### config.mk
export PLATFORM = sky130hd
export DESIGN_NAME = axi_write_arbiter_flat
export DESIGN_NICKNAME = d
export VERILOG_FILES = /design/src/rtl/axi_write_arbiter_if.sv /design/src/rtl/axi_write_arbiter.sv /design/src/flat_wrapper.sv
export SDC_FILE = /design/constraint.sdc
export NUM_CORES = 1
export LEC_CHECK = 0
export CAP_MARGIN = 20
export CORE_MARGIN = 5
export CORE_UTILIZATION = 49
export CTS_CLUSTER_DIAMETER = 50
export DETAILED_ROUTE_END_ITERATION = 6
export PLACE_DENSITY = 0.88
export SLEW_MARGIN = 0
export SYNTH_ARGS = -nofsm -noshare
export SYNTH_HDL_FRONTEND = slang
export SYNTH_SLANG_ARGS = --single-unit
### constraint.sdc
create_clock -name ACLK -period 6.4 [get_ports ACLK]
set_clock_uncertainty 0.15 [all_clocks]
set_input_delay 1.28 -clock ACLK [delete_from_list [all_inputs] [get_ports ACLK]]
set_output_delay 1.28 -clock ACLK [all_outputs]
set_load 0.1 [all_outputs]
### src/rtl/axi_write_arbiter_if.sv
// axi_write_arbiter_if
//   Handshake and steering bundle between the AXI bridge and its
//   write-path arbiter.
//   Ports (all carried as interface signals):
//     AWVALID_M, AWADDR_M, WVALID_M, WLAST_M, BREADY_M : per real master
//     AWREADY_S, WREADY_S, BVALID_S                    : per slave, default slave included
//     SWIdx : owning master per slave (NUM_M when free)
//     MWIdx : granted slave per master (NUM_S+1 when idle)
//   Modports:
//     master : bridge side, drives handshakes and reads the indices
//     slave  : arbiter side, reads handshakes and drives the indices
interface axi_write_arbiter_if #(
  parameter int NUM_M     = 3,
  parameter int NUM_S     = 6,
  parameter int MIDX_BITS = 2,
  parameter int SIDX_BITS = 3
) ();
  logic [NUM_M-1:0]                 AWVALID_M;
  logic [NUM_M-1:0][31:0]           AWADDR_M;
  logic [NUM_M-1:0]                 WVALID_M;
  logic [NUM_M-1:0]                 WLAST_M;
  logic [NUM_M-1:0]                 BREADY_M;
  logic [NUM_S:0]                   AWREADY_S;
  logic [NUM_S:0]                   WREADY_S;
  logic [NUM_S:0]                   BVALID_S;
  logic [NUM_S:0][MIDX_BITS-1:0]    SWIdx;
  logic [NUM_M-1:0][SIDX_BITS-1:0]  MWIdx;

  modport master (
    output AWVALID_M, AWADDR_M, WVALID_M, WLAST_M, BREADY_M,
    output AWREADY_S, WREADY_S, BVALID_S,
    input  SWIdx, MWIdx
  );

  modport slave (
    input  AWVALID_M, AWADDR_M, WVALID_M, WLAST_M, BREADY_M,
    input  AWREADY_S, WREADY_S, BVALID_S,
    output SWIdx, MWIdx
  );
endinterface

### src/rtl/axi_write_arbiter.sv
// axi_write_arbiter
//   Write-path arbiter for the AXI bridge. Decodes each master's AW
//   address, grants a slave to at most one master at a time and holds
//   the grant through the AW, W and B phases of one transaction. The
//   registered SWIdx/MWIdx outputs steer the bridge's write multiplexer.
//   Ports:
//     ACLK    : clock, rising edge
//     ARESETn : asynchronous active-low reset
//     bus     : axi_write_arbiter_if.slave (handshakes in, SWIdx/MWIdx out)
//   Build option:
//     WARB_ROUND_ROBIN_EN defined   -> per-slave round-robin pointer
//     WARB_ROUND_ROBIN_EN undefined -> fixed priority, lowest master wins
//
//   Per-master FSM:
//   state   | meaning
//   --------+-------------------------------------------------
//   ST_IDLE | no grant; may request the slave its address decodes to
//   ST_AW   | granted; waiting for the AW handshake
//   ST_W    | AW done; waiting for the WLAST beat
//   ST_B    | W done; waiting for the B handshake, then release
module axi_write_arbiter #(
  parameter int NUM_M     = 3,
  parameter int NUM_S     = 6,
  parameter int MIDX_BITS = 2,
  parameter int SIDX_BITS = 3
) (
  input  logic              ACLK,
  input  logic              ARESETn,
  axi_write_arbiter_if.slave bus
);

  localparam int NSLV = NUM_S + 1;          // real slaves plus default slave
  localparam int SEXT = 1 << SIDX_BITS;     // every encodable slave index
  localparam logic [MIDX_BITS-1:0] M_FREE = MIDX_BITS'(NUM_M);
  localparam logic [SIDX_BITS-1:0] S_IDLE = SIDX_BITS'(NUM_S + 1);

  typedef enum logic [1:0] {ST_IDLE, ST_AW, ST_W, ST_B} state_e;

  state_e               state_q [NUM_M];
  logic [SIDX_BITS-1:0] mw_q    [NUM_M];
  logic [MIDX_BITS-1:0] sw_q    [NSLV];
  logic [NSLV-1:0]      busy_q;
`ifdef WARB_ROUND_ROBIN_EN
  logic [MIDX_BITS-1:0] ptr_q   [NSLV];
`endif

  function automatic logic [SIDX_BITS-1:0] decode(input logic [31:0] a);
    if (a <= 32'h0000_3FFF)                          return SIDX_BITS'(0);
    if (a >= 32'h0001_0000 && a <= 32'h0001_FFFF)    return SIDX_BITS'(1);
    if (a >= 32'h0002_0000 && a <= 32'h0002_FFFF)    return SIDX_BITS'(2);
    if (a >= 32'h1002_0000 && a <= 32'h1002_03FF)    return SIDX_BITS'(3);
    if (a >= 32'h1001_0000 && a <= 32'h1001_03FF)    return SIDX_BITS'(4);
    if (a >= 32'h2000_0000 && a <= 32'h201F_FFFF)    return SIDX_BITS'(5);
    return SIDX_BITS'(NUM_S);
  endfunction

  // Zero-extended so the idle code (dummy slave) always reads as 0.
  logic [SEXT-1:0] awready_x, wready_x, bvalid_x;
  assign awready_x = SEXT'(bus.AWREADY_S);
  assign wready_x  = SEXT'(bus.WREADY_S);
  assign bvalid_x  = SEXT'(bus.BVALID_S);

  logic [SIDX_BITS-1:0] dec     [NUM_M];
  logic [NUM_M-1:0]     rel_m;
  logic [NSLV-1:0]      rel_s;

  always_comb begin
    rel_s = '0;
    for (int m = 0; m < NUM_M; m++) begin
      dec[m]   = decode(bus.AWADDR_M[m]);
      rel_m[m] = (state_q[m] == ST_B) && bvalid_x[mw_q[m]] && bus.BREADY_M[m];
    end
    for (int m = 0; m < NUM_M; m++)
      for (int s = 0; s < NSLV; s++)
        if (rel_m[m] && mw_q[m] == SIDX_BITS'(s)) rel_s[s] = 1'b1;
  end

  logic [NSLV-1:0]      win_v;
  logic [MIDX_BITS-1:0] win_idx [NSLV];
  logic [NUM_M-1:0]     gnt_m;
  logic [SIDX_BITS-1:0] gnt_slv [NUM_M];

  // A master only ever requests the one slave it decodes to, so each
  // master can win at most one slave per cycle.
  always_comb begin
    int c;
    c = 0;
    for (int s = 0; s < NSLV; s++) begin
      win_v[s]   = 1'b0;
      win_idx[s] = M_FREE;
      if (!busy_q[s] && !rel_s[s]) begin
        for (int k = 0; k < NUM_M; k++) begin
`ifdef WARB_ROUND_ROBIN_EN
          c = (int'(ptr_q[s]) + k) % NUM_M;
`else
          c = k;
`endif
          if (!win_v[s] && state_q[c] == ST_IDLE && bus.AWVALID_M[c] &&
              dec[c] == SIDX_BITS'(s)) begin
            win_v[s]   = 1'b1;
            win_idx[s] = MIDX_BITS'(c);
          end
        end
      end
    end
    for (int m = 0; m < NUM_M; m++) begin
      gnt_m[m]   = 1'b0;
      gnt_slv[m] = S_IDLE;
      for (int s = 0; s < NSLV; s++)
        if (win_v[s] && win_idx[s] == MIDX_BITS'(m)) begin
          gnt_m[m]   = 1'b1;
          gnt_slv[m] = SIDX_BITS'(s);
        end
    end
  end

  always_ff @(posedge ACLK or negedge ARESETn) begin
    if (!ARESETn) begin
      for (int m = 0; m < NUM_M; m++) begin
        state_q[m] <= ST_IDLE;
        mw_q[m]    <= S_IDLE;
      end
      for (int s = 0; s < NSLV; s++) begin
        sw_q[s]   <= M_FREE;
        busy_q[s] <= 1'b0;
`ifdef WARB_ROUND_ROBIN_EN
        ptr_q[s]  <= '0;
`endif
      end
    end else begin
      for (int m = 0; m < NUM_M; m++) begin
        case (state_q[m])
          ST_IDLE: if (gnt_m[m]) begin
            state_q[m] <= ST_AW;
            mw_q[m]    <= gnt_slv[m];
          end
          ST_AW: if (bus.AWVALID_M[m] && awready_x[mw_q[m]])
            state_q[m] <= ST_W;
          ST_W: if (bus.WVALID_M[m] && wready_x[mw_q[m]] && bus.WLAST_M[m])
            state_q[m] <= ST_B;
          ST_B: if (rel_m[m]) begin
            state_q[m] <= ST_IDLE;
            mw_q[m]    <= S_IDLE;
          end
          default: state_q[m] <= ST_IDLE;
        endcase
      end
      for (int s = 0; s < NSLV; s++) begin
        if (rel_s[s]) begin
          busy_q[s] <= 1'b0;
          sw_q[s]   <= M_FREE;
        end else if (win_v[s]) begin
          busy_q[s] <= 1'b1;
          sw_q[s]   <= win_idx[s];
`ifdef WARB_ROUND_ROBIN_EN
          ptr_q[s]  <= MIDX_BITS'((int'(win_idx[s]) + 1) % NUM_M);
`endif
        end
      end
    end
  end

  for (genvar g = 0; g < NSLV; g++) begin : g_sw
    assign bus.SWIdx[g] = sw_q[g];
  end
  for (genvar g = 0; g < NUM_M; g++) begin : g_mw
    assign bus.MWIdx[g] = mw_q[g];
  end

endmodule

### src/flat_wrapper.sv
// flat-port wrapper written by rule: the top's interface ports become plain ports
module axi_write_arbiter_flat 
#(
  parameter int NUM_M     = 3,
  parameter int NUM_S     = 6,
  parameter int MIDX_BITS = 2,
  parameter int SIDX_BITS = 3
)
  (ACLK, ARESETn, bus_AWVALID_M, bus_AWADDR_M, bus_WVALID_M, bus_WLAST_M, bus_BREADY_M, bus_AWREADY_S, bus_WREADY_S, bus_BVALID_S, bus_SWIdx, bus_MWIdx);
  axi_write_arbiter_if #(.NUM_M(NUM_M), .NUM_S(NUM_S), .MIDX_BITS(MIDX_BITS), .SIDX_BITS(SIDX_BITS)) bus_i ();
  input  logic ACLK;
  input  logic ARESETn;
  input wire logic [$bits(bus_i.AWVALID_M)-1:0] bus_AWVALID_M;
  input wire logic [$bits(bus_i.AWADDR_M)-1:0] bus_AWADDR_M;
  input wire logic [$bits(bus_i.WVALID_M)-1:0] bus_WVALID_M;
  input wire logic [$bits(bus_i.WLAST_M)-1:0] bus_WLAST_M;
  input wire logic [$bits(bus_i.BREADY_M)-1:0] bus_BREADY_M;
  input wire logic [$bits(bus_i.AWREADY_S)-1:0] bus_AWREADY_S;
  input wire logic [$bits(bus_i.WREADY_S)-1:0] bus_WREADY_S;
  input wire logic [$bits(bus_i.BVALID_S)-1:0] bus_BVALID_S;
  output wire logic [$bits(bus_i.SWIdx)-1:0] bus_SWIdx;
  output wire logic [$bits(bus_i.MWIdx)-1:0] bus_MWIdx;
  assign bus_i.AWVALID_M = bus_AWVALID_M;
  assign bus_i.AWADDR_M = bus_AWADDR_M;
  assign bus_i.WVALID_M = bus_WVALID_M;
  assign bus_i.WLAST_M = bus_WLAST_M;
  assign bus_i.BREADY_M = bus_BREADY_M;
  assign bus_i.AWREADY_S = bus_AWREADY_S;
  assign bus_i.WREADY_S = bus_WREADY_S;
  assign bus_i.BVALID_S = bus_BVALID_S;
  assign bus_SWIdx = bus_i.SWIdx;
  assign bus_MWIdx = bus_i.MWIdx;
  axi_write_arbiter #(.NUM_M(NUM_M), .NUM_S(NUM_S), .MIDX_BITS(MIDX_BITS), .SIDX_BITS(SIDX_BITS)) u_core (.ACLK(ACLK), .ARESETn(ARESETn), .bus(bus_i));
endmodule
==> out/results.ini <==
[timing]
setup-violations-final=0
post-route-worst-setup-slack_ns=1.89
fmax_mhz=222
finalMaxSlewViolations=0
tightest_slew_ns=0.986
period_share_pct=70.4
fin_setup_tns_ns=0
final-hold-violation-count=0
period_minus_slack_ns=4.51
grt_setup_unrepaired=false
relSlewSlack_pct=34.0

[cts]
post_cts_buffers=0
hold_buffers=0
cts_tree=done
root_buffer=clkbuf_8
cts_resized=0
cts_made_buffers=5
clk_path_buf_depth=2
cts.sinks=36
clock_latency_ns=0.30
htreeDepth=2
clk_pin_slew_ns=0.08

[synthesis]
synth-warning-count=0
synth_nets=632
syn_area_per_cell_um2=8.29
async_flop_share_pct=100
synth-edff-count=0
seq_area_frac_synth_pct=23.1
netlist_area_mm2=0.00403
ys.flop_type=dfstp_2
synthCells=486
ys_ff_latch=36
synth_cell_types=79

[layout]
layout_common_cells=clkdlybuf4s50_1 (123), nor2_1 (46), nand2_1 (41)
antennaDiodeCount=0
fill_cells=687
drive_gt1_share_pct=11.3
final_common_cell=clkdlybuf4s50_1
nets=753
syn_to_final_growth_pct=35.8

[floorplanning]
io_pins=154
coreArea_mm2=0.00813
rows=33
start_util_pct=49.6
dieArea_mm2=0.0101
dieHeight_um=101
die-width_um=101

[detailed_routing]
drc_errors=0
wl_met3_um=1260
routed-wl-met2_um=6710
ant_nets=0
met1Wirelength_um=5560
finalWirelength_um=13800
viasPerCell=6.56
highest_layer=met4
drt-wirelength-per-cell_um=19.4
drtPass1Iterations=6
drt_iter0_markers=550
vias=4679

[worst_hold_path]
holdPathStages=1
hp-class=reg2reg

[worst_setup_path]
critPathCaptureType=flop
arrival_ns=4.55
cp.required_ns=6.44
critPathMaxFanout=6
worstSetupStartpointType=input port
path_class=in2reg
rr_worst_depth=8

[placement]
place_ws_ns=1.62
portBuffers=123
hpwl_um=11300
gp_congestion=0.988

[global_route]
grt_pass1_vias=4534
overflow=0
grt_antenna_before_repair=0
grt_pass1_wl_um=21600
grtUsageTotal_pct=26.4
grt_max_degree=37

[flow_run]
cap_violations=0

[pwr]
p_per_area_mw_per_mm2=160
p_leak_nw=2.04
ir_drop_mv=0.179

[run_status]
status=completed

[per-stage QoR]
step	hold slack (ns)	area (um^2)	utilization (%)	total power, mW	cells
2_1_floorplan	0.343	4030	-	0.531	486
5_1_grt	0.369	5470	67.3	0.915	713
3_5_place_dp	0.346	5360	65.9	0.674	705
6_report	0.359	5470	67.3	0.877	713
4_1_cts	0.361	5470	67.3	0.877	713
3_3_place_gp	0.342	5360	65.9	0.662	705
[where the power goes]
| part | internal, mW | total (mW) | switching (mW) | leakage, nW |
|---|---|---|---|---|
| sequential | 0.263 | 0.280 | 0.0169 | 0.401 |
| clock | 0.115 | 0.205 | 0.0898 | 0.0541 |
| combinational | 0.150 | 0.392 | 0.242 | 1.58 |
| total | 0.528 | 0.877 | 0.349 | 2.04 |
[state kept, by name, summed over array words and instances, names as in the netlist]
signal            flops
u_core.state_q        6
u_core.busy_q         7
u_core.bus.MWIdx      9
u_core.bus.SWIdx     14
[logic make-up after synthesis]
family / synth area share (%)
adder cells (fa/ha/maj): 4.66
AND/OR/NAND/NOR: 34.0
flip-flops: 23.1
multiplexers: 9.22
AO/OA/AOI/OAI: 26.3
XOR/XNOR: 0.217
buffers and inverters: 2.54
[final cells by class]
cell class,count,area (um^2),share of cell area (%)
Multi-Input combinational cell,423,3000,54.8
Sequential cell,36,930,17.0
Tap cell,105,131,2.40
Clock inverter,3,42.5,0.777
Clock buffer,5,68.8,1.26
Timing Repair Buffer,124,1240,22.6
Inverter,17,63.8,1.17
[cells in the mapped netlist (8+ instances only)]
master / count / area [um^2]
nor2_1: 46 / 173
inv_1: 17 / 63.8
nor3_1: 22 / 110
ha_1: 15 / 188
o2111ai_1: 8 / 70.1
nand3_1: 24 / 120
a21oi_1: 23 / 115
dfrtp_1: 13 / 325
o211ai_1: 20 / 150
mux4_2: 9 / 203
dfstp_2: 23 / 604
nand2_1: 41 / 154
nor4_1: 14 / 87.6
clkbuf_1: 8 / 30.0
nor2b_1: 10 / 62.6
nor3b_1: 8 / 60.1
nand4_1: 9 / 56.3
mux2i_1: 12 / 120
o21ai_0: 17 / 85.1
[final timing paths]
kind | start | end | slack, ns
max in group asynchronous | ARESETn | u_core.bus.SWIdx[13] | 4.49
min in group asynchronous | ARESETn | u_core.busy_q[1] | 1.25
worst max-delay path | bus_AWADDR_M[58] | u_core.state_q[1] | 1.89
worst min-delay path | u_core.bus.SWIdx[9] | u_core.bus.SWIdx[9] | 0.36
worst max register to register | u_core.bus.MWIdx[1] | u_core.state_q[1] | 2.60
worst min register to register | u_core.bus.SWIdx[9] | u_core.bus.SWIdx[9] | 0.36
[metal layers]
layer  GRT usage, %  vias up
met5              0        -
met4           7.77        0
met3           6.44       28
met2           44.8      271
met1           33.2     2213
li1               -     2167
[critical path, stage by stage]
cell             delay (ns)
clkdlybuf4s50_1        0.42
nor4_2                 0.45
nand3_1                0.22
nor3_1                 0.54
nor4_2                 0.17
nor4b_1                0.60
a211oi_2               0.16
a311oi_4               0.38
mux2_4                 0.33
(Power assumes the default switching activity.)
